<file path="config.mk">
export PLATFORM = sky130hd
export DESIGN_NAME = rftfa_serial_adder
export DESIGN_NICKNAME = d
export VERILOG_FILES = /design/src/rtl/rftfa_serial_adder.sv
export SDC_FILE = /design/constraint.sdc
export NUM_CORES = 1
export LEC_CHECK = 0
export BUFFER_PORTS_ARGS = -buffer_cell sky130_fd_sc_hd__buf_2
export CAP_MARGIN = 20
export CORE_AREA = 4 4 80 82
export DETAILED_ROUTE_END_ITERATION = 10
export DIE_AREA = 0 0 84 86
export HOLD_SLACK_MARGIN = 0.12
export PLACE_DENSITY = 0.8
export SLEW_MARGIN = 20
export SYNTH_ARGS = -nofsm -noshare
export SYNTH_HDL_FRONTEND = slang
export SYNTH_SLANG_ARGS = --single-unit
</file>
<file path="constraint.sdc">
create_clock -name clk -period 2.5 [get_ports clk]
set_input_delay 0.5 -clock clk [delete_from_list [all_inputs] [get_ports clk]]
set_output_delay 0.5 -clock clk [all_outputs]
set_load 0.02 [all_outputs]
</file>
<file path="src/rtl/rftfa_serial_adder.sv">
// Bit-serial adder sequencer driving a 4-line reversible full-adder stage.
// One bit slice per cycle; collects sum, carry-out and garbage lines for later uncompute.
module rftfa_serial_adder #(
  parameter int WIDTH    = 8,
  parameter int SUM_BIT  = 2,
  parameter int COUT_BIT = 3
) (
  input  logic                 clk,
  input  logic                 rst,
  input  logic                 start,
  input  logic [WIDTH-1:0]     a,
  input  logic [WIDTH-1:0]     b,
  input  logic                 cin,
  output logic [3:0]           fa_in,
  input  logic [3:0]           fa_out,
  output logic                 busy,
  output logic                 done,
  output logic [WIDTH-1:0]     sum,
  output logic                 cout,
  output logic [2*WIDTH-1:0]   garb
);

  localparam int CW = (WIDTH > 1) ? $clog2(WIDTH) : 1;

  localparam logic [1:0] ST_IDLE = 2'd0;
  localparam logic [1:0] ST_RUN  = 2'd1;
  localparam logic [1:0] ST_DONE = 2'd2;

  // Returns the which-th (0 or 1) stage line that is neither the sum nor the carry line.
  function automatic int garb_idx(input int s, input int c, input int which);
    int n;
    n = 0;
    garb_idx = 0;
    for (int i = 0; i < 4; i++) begin
      if (i != s && i != c) begin
        if (n == which) begin
          garb_idx = i;
        end
        n = n + 1;
      end
    end
  endfunction

  localparam int G0 = garb_idx(SUM_BIT, COUT_BIT, 0);
  localparam int G1 = garb_idx(SUM_BIT, COUT_BIT, 1);

  if (SUM_BIT == COUT_BIT || SUM_BIT < 0 || SUM_BIT > 3 ||
      COUT_BIT < 0 || COUT_BIT > 3 || WIDTH < 2) begin : g_param_check
    $error("rftfa_serial_adder: invalid WIDTH/SUM_BIT/COUT_BIT");
  end

  logic [1:0]         state_q,   state_d;
  logic [CW-1:0]      cnt_q,     cnt_d;
  logic [WIDTH-1:0]   a_sh_q,    a_sh_d;
  logic [WIDTH-1:0]   b_sh_q,    b_sh_d;
  logic               carry_q,   carry_d;
  logic [WIDTH-1:0]   sum_sh_q,  sum_sh_d;
  logic [2*WIDTH-1:0] garb_sh_q, garb_sh_d;
  logic [WIDTH-1:0]   sum_q,     sum_d;
  logic               cout_q,    cout_d;
  logic [2*WIDTH-1:0] garb_q,    garb_d;
  logic               busy_q,    busy_d;
  logic               done_q,    done_d;

  // Next-state logic and stage drive; the final slice is folded straight into the result registers.
  always_comb begin
    state_d   = state_q;
    cnt_d     = cnt_q;
    a_sh_d    = a_sh_q;
    b_sh_d    = b_sh_q;
    carry_d   = carry_q;
    sum_sh_d  = sum_sh_q;
    garb_sh_d = garb_sh_q;
    sum_d     = sum_q;
    cout_d    = cout_q;
    garb_d    = garb_q;
    busy_d    = busy_q;
    done_d    = 1'b0;
    fa_in     = 4'b0000;
    case (state_q)
      ST_IDLE: begin
        if (start) begin
          a_sh_d    = a;
          b_sh_d    = b;
          carry_d   = cin;
          cnt_d     = '0;
          sum_sh_d  = '0;
          garb_sh_d = '0;
          busy_d    = 1'b1;
          state_d   = ST_RUN;
        end else begin
          busy_d = 1'b0;
        end
      end
      ST_RUN: begin
        fa_in     = {1'b0, carry_q, b_sh_q[0], a_sh_q[0]};
        sum_sh_d  = {fa_out[SUM_BIT], sum_sh_q[WIDTH-1:1]};
        garb_sh_d = {fa_out[G1], fa_out[G0], garb_sh_q[2*WIDTH-1:2]};
        carry_d   = fa_out[COUT_BIT];
        a_sh_d    = {1'b0, a_sh_q[WIDTH-1:1]};
        b_sh_d    = {1'b0, b_sh_q[WIDTH-1:1]};
        if (cnt_q == CW'(WIDTH - 1)) begin
          sum_d   = sum_sh_d;
          cout_d  = carry_d;
          garb_d  = garb_sh_d;
          busy_d  = 1'b0;
          done_d  = 1'b1;
          state_d = ST_DONE;
        end else begin
          cnt_d = cnt_q + CW'(1);
        end
      end
      ST_DONE: begin
        state_d = ST_IDLE;
      end
      default: begin
        state_d = ST_IDLE;
        busy_d  = 1'b0;
      end
    endcase
  end

  // State and result registers with asynchronous clear.
  always_ff @(posedge clk or posedge rst) begin
    if (rst) begin
      state_q   <= ST_IDLE;
      cnt_q     <= '0;
      a_sh_q    <= '0;
      b_sh_q    <= '0;
      carry_q   <= 1'b0;
      sum_sh_q  <= '0;
      garb_sh_q <= '0;
      sum_q     <= '0;
      cout_q    <= 1'b0;
      garb_q    <= '0;
      busy_q    <= 1'b0;
      done_q    <= 1'b0;
    end else begin
      state_q   <= state_d;
      cnt_q     <= cnt_d;
      a_sh_q    <= a_sh_d;
      b_sh_q    <= b_sh_d;
      carry_q   <= carry_d;
      sum_sh_q  <= sum_sh_d;
      garb_sh_q <= garb_sh_d;
      sum_q     <= sum_d;
      cout_q    <= cout_d;
      garb_q    <= garb_d;
      busy_q    <= busy_d;
      done_q    <= done_d;
    end
  end

  assign busy = busy_q;
  assign done = done_q;
  assign sum  = sum_q;
  assign cout = cout_q;
  assign garb = garb_q;

endmodule

</file>
After elaboration in Yosys (flattened, before gate mapping)
Cells that the tools add are included.
{"block": "classes", "mux": 22, "n_reduce_logical": 7, "bitwise": 1, "addsub": 1, "eq_ne": 6}
{"operator": "case mux 8 bit (2 select lines)", "n": 3}
{"operator": "case mux 16 bit (2 select lines)", "n": 1}
{"operator": "two-way mux 8 bit", "n": 3}
{"operator": "two-way mux 16 bit", "n": 1}
{"operator": "two-way mux 3 bit", "n": 3}
{"operator": "AND reduction 2 bit", "n": 4}
{"operator": "inequality test 2 bit (second input constant)", "n": 3}
{"operator": "case mux 3 bit (2 select lines)", "n": 1}
{"operator": "two-way mux 1 bit", "n": 5}
{"operator": "two-way mux 2 bit", "n": 2}
{"operator": "case mux 2 bit (2 select lines)", "n": 1}
{"operator": "adder 3 x 1 -> 3 bit (second input constant)", "n": 1}
{"operator": "equality test 3 bit (second input constant)", "n": 1}
{"operator": "case mux 1 bit (3 select lines)", "n": 1}
{"operator": "AND reduction 3 bit", "n": 1}
{"operator": "equality test 2 x 1 -> 1 bit (second input constant)", "n": 1}
{"operator": "equality test 2 bit (second input constant)", "n": 1}
{"operator": "logical NOT 2 bit", "n": 1}
{"operator": "case mux 1 bit (2 select lines)", "n": 1}
{"operator": "nonzero test 2 bit", "n": 1}
{"operator": "NOT 1 bit", "n": 1}
{"block": "word_totals", "output_inout_bits": 31, "register_bits": 73}

Depth between registers and ports, before layout
{"block": "depth", "depth_word": 3, "depth_mapped": 6, "depth_no_buf": 5}

Worst setup path after synthesis
Ideal clock, no wire load.
{"block": "synth_path", "path_kind": "register to output", "start": "register state_q[1]", "end": "output port fa_in[0]", "arrival_ps": 1204, "setup_slack_ps": 796, "required_time_ps": 2000, "stages_incl_launch_ff": 6, "cell_sequence": "dfrtp_1 buf_2 nor2b_4 buf_4 buf_2 and2_1"}
{"block": "synth_between", "elab_chain_len": 2}
{"element": "start, declared", "line_no": "52", "text": "logic [1:0] state_q, state_d;"}
{"element": "start signal, assigned", "line_no": "139", "text": "state_q <= state_d;"}
{"element": "equality test 2 x 1 -> 1 bit", "line_no": "80", "text": "case (state_q)"}
{"element": "two-way mux 3 bit", "line_no": "80"}
{"element": "end, declared", "line_no": "14", "text": "output logic [3:0] fa_in,"}
Every way passes these cells.

Worst setup path in the final report
{"block": "layout_path", "start": "register state_q[1]", "end": "output port fa_in[2]"}
Same word-level chain as after synthesis.

==> results by stage <==
Run status:
- The run finished with clean final reports.

STA:
- The part of the cycle the worst path needs is 86.3%.
- The count of final max-slew check failures was 0.
- The setup clock skew after layout is 0.00502 ns.
- Setup repair after global routing left no endpoint under its margin.
- The time the final worst path needs with I/O delays and setup is 2.16 ns.
- In this run the tightest slew margin relative to its limit is 34.0%.
- Setup violations remaining at the end of the flow were counted as 0.
- For the pin with the worst max-slew slack, the measured transition is 0.990 ns.
- The count of endpoints failing hold in the final timing report came to 0.
- The maximum achievable frequency is 463 MHz.
- For the final routed database, the setup TNS stands at 0 ns.

Routing:
- Wires add up to 5590 microns.
- The violation count after the first detailed-routing iteration is 85.
- The detailed-router iteration count before antenna repair is 4.
- The per-cell routed wire length is 15.9 microns.
- The number of nets with antenna violations after routing is 0.
- In the final routing, the length of wire on met1 measures 2670 microns.
- The wire length on met3 is 265 microns.
- The detailed-route DRC error count is 0.
- The detailed router placed 1889 vias in this run.
- After detailed routing, no signal wire sits above met4.
- After detailed routing, the number of vias per cell comes to 5.38.
- Detailed routing placed a total of 2530 microns of wire on met2.

Setup path:
- The biggest fanout along the worst timing path is 15.
- STA classifies the critical path startpoint as a register.
- The class of the most critical setup path is reg -> out.
- The worst register-to-register path ends at sum[5]$_DFFE_PP0P_.
- Across all register-to-register paths, the minimum setup slack is 0.62 ns.
- The critical path starts at state_q[1]$_DFFE_PP0P_.
- STA puts the critical path data required time at 2.00 ns.
- Counting cells, the worst reg-to-reg path comes to 4.
- The timing endpoint of the critical path is fa_in[2].
- The arrival time at the worst endpoint is 1.66 ns.
- The sort of element at the end of the critical path is an output pin.
- The worst reg2reg path startpoint is state_q[1]$_DFFE_PP0P_.

Synthesis:
- In the post-synthesis netlist, the biggest area contributors are sky130_fd_sc_hd__dfrtp_1 (57%), sky130_fd_sc_hd__mux2_4 (9.3%), sky130_fd_sc_hd__a22o_1 (7.7%).
- The commonest cells after synthesis are sky130_fd_sc_hd__dfrtp_1 (70), sky130_fd_sc_hd__a22o_1 (27), sky130_fd_sc_hd__mux2_4 (19).
- Measured against the total synthesized area, the mux share comes to 12.2%.
- The main combinational cell family by area after synthesis is compound AO/OA/AOI/OAI gates.
- The share of synthesized cell area in full adder, half adder and majority cells is 0.816%.
- Sequential elements use 57.1% of the synthesized area.
- After synthesis the netlist holds a flip-flop and latch count of 70.
- The count of flip-flops with a built-in enable after synthesis is 0.
- The cell taking the most area after synthesis is sky130_fd_sc_hd__dfrtp_1.
- The distinct cell type count of the synthesized netlist is 34.
- The Yosys warning count is 0.
- The fraction of synthesized cell area in xor and xnor cells is 0%.
- The dominant register cell in the synthesized netlist is sky130_fd_sc_hd__dfrtp_1.
- The most instantiated library cell after synthesis is sky130_fd_sc_hd__dfrtp_1.
- Synthesis produced a netlist whose cell count is 220.
- The share of synthesized cell area in and, or, nand and nor gates is 8.40%.
- The complex-gate fraction of the synthesized area is 15.2%.
- In this run the cell area of the synthesized design comes to 3070 sq um.
- The top cell type's share of synthesized area is 57.1%.
- The post-synthesis async set-or-reset flop share is 100%.
- Each instance of the synthesized netlist takes up on average 13.9 sq um.
- Synthesis produced a netlist with a net count of 246.

Clock tree:
- In this run, CTS created clock tree buffers numbering 9.
- The maximum buffer depth of the clock tree is 2.
- The post-CTS clock slew at the launch and capture registers of the worst setup and hold paths is 0.08 ns.
- The clock net sink count is 70.
- The number of resized instances in the post-cts repair step is 0.
- At the later pin of the worst-skew pair, clock insertion delay measures 0.34 ns.
- Hold repair after CTS inserted 0 buffers.
- The total setup buffers inserted after CTS is 0.
- TritonCTS built the clock tree.
- The root buffer selected by CTS is sky130_fd_sc_hd__clkbuf_8.
- The H-tree generated during clock tree synthesis spans 3 levels.

Placement:
- The number of instances in the placed design is 335.
- The final weighted congestion in routability-driven placement is 0.745.
- The total half-perimeter wirelength after legalization and detailed placement is 3740 microns.
- Input and output buffers added on the ports amount to 53.

Pwr:
- Of the total power, combinational logic draws 38.6%.
- In this run the power density over the cells is 1340 nW/um^2.
- Internal power comes to 3010 uW.
- The switching power summed over all nets is 1710 uW.
- In this run the static leakage power is 0.00172 uW.
- The switching portion of total power is 36.3%.
- Registers are responsible for 41.4% of the overall power.
- The clock share of power is 20.0%.
- The highest ir drop seen on vdd is 0.708 mV.

Global routing:
- The initial antenna violation count is 0.
- The global-route usage over all layers is 16.6%.
- The first global-routing pass estimated 9370 microns of wire.
- The via count of the first global-routing pass is 1880.
- Entering global routing, the biggest net connects 50 pins.
- The total global routing overflow is 0.

Floorplan:
- The die covers 7220 sq um.
- From bottom edge to top edge, the die measures 86 microns.
- For this configuration, the core starts out at a cell density of 53.4%.
- In this run the count of I/O pins placed on the die edge is 55.
- The die width is 84 microns.
- The core region is 5750 sq um.
- The number of rows created at floorplan is 28.

Cells and area:
- The total inserted antenna cells is 0.
- The layout has 469 filler cells.
- The post-layout instance count excluding filler cells is 351.
- The area growth from synthesis to layout is 14.7%.
- The post-route netlist has 40.6% of its cells at a drive strength greater than 1.
- The final layout contains 297 nets.

Hold path:
- The tightest min-delay check is of the in -> async type.

Flow run:
- Across the run, the number of max-cap violations was 0.
-- power groups by stage --
| stage | Clock [uW] | Combinational (uW) | Sequential, uW |
|---|---|---|---|
| after floorplan | 0 | 1230 | 2150 |
| after global placement | 0 | 1790 | 1960 |
| after detailed placement | 0 | 1840 | 1980 |
| after CTS | 968 | 1840 | 1960 |
| after global routing | 1010 | 1980 | 2030 |
| final | 943 | 1820 | 1960 |
-- routing by layer --
metal	vias to the layer above	track usage, %
li1	898	-
met1	921	23.0
met2	55	24.9
met3	15	4.13
met4	0	7.89
met5	-	0
-- kinds of logic after synthesis --
family                     Yosys count
other                                1
and+or+nand+nor                     40
DFF                                 70
adders and majority gates            2
muxes                               27
buffers and inverters               25
AOI/OAI and AO/OA                   55
-- registers in the layout (all words and copies together), names as in the netlist --
name,flops
carry_q,1
garb_sh_q,14
b_sh_q,8
cout,1
done,1
sum_sh_q,7
busy,1
state_q,2
cnt_q,3
garb,16
sum,8
a_sh_q,8
-- layout make-up --
class                      instances  area [sq um]  share of cell area [%]
inverter                           8          32.5                   0.925
multi-input combinational        125          1130                    32.0
timing repair buffer              57           308                    8.75
tap                               75          93.8                    2.67
clock buffer                       9           124                    3.52
sequential                        70          1750                    49.8
clock inverter                     7          81.3                    2.31
-- worst min-delay path by stage --
stage / from / endpoint / depth (start not counted)
final: rst / a_sh_q[4]$_DFFE_PP0P_ / 2
after global routing: rst / a_sh_q[4]$_DFFE_PP0P_ / 2
after CTS: rst / sum[4]$_DFFE_PP0P_ / 2
after detailed placement: garb[9]$_DFFE_PP0P_ / garb[9]$_DFFE_PP0P_ / 1
after global placement: garb_sh_q[3]$_DFFE_PP0P_ / garb_sh_q[3]$_DFFE_PP0P_ / 1
after floorplan: garb_sh_q[2]$_DFFE_PP0P_ / garb_sh_q[2]$_DFFE_PP0P_ / 1
-- placed cells by master, fill, tap and decap left out, drive strengths merged --
master / instances
a21oi: 5
a221o: 4
a221oi: 3
a22o: 27
and2: 3
buf: 57
bufinv: 1
clkbuf: 9
clkinv: 3
conb: 1
dfrtp: 70
ha: 2
inv: 11
mux2: 27
nand2: 7
nand2b: 6
nand3b: 3
nor2: 4
nor2b: 5
nor3: 2
nor3b: 8
o21ai: 8
o21ba: 1
o221a: 3
o22a: 4
or2: 1
or2b: 1
-- stage by stage --
step	util, %	hold slack [ns]	cell area [sq um]	power, uW	setup WS, ns
2_1_floorplan	-	0.466	3070	3380	0.232
3_3_place_gp	57.7	0.483	3310	3750	0.576
3_5_place_dp	57.7	0.489	3310	3820	0.507
4_1_cts	61.2	0.190	3520	4770	0.314
5_1_grt	61.2	0.218	3520	5020	0.255
6_report	61.2	0.184	3520	4720	0.342
-- critical path, stage by stage, from the launching register on --
cell and delay [ns]:
sky130_fd_sc_hd__dfrtp_1 0.53, sky130_fd_sc_hd__nor2b_4 0.39, sky130_fd_sc_hd__and2_1 0.22, sky130_fd_sc_hd__buf_2 0.17
No activity file was read; power rests on OpenSTA's default activity.
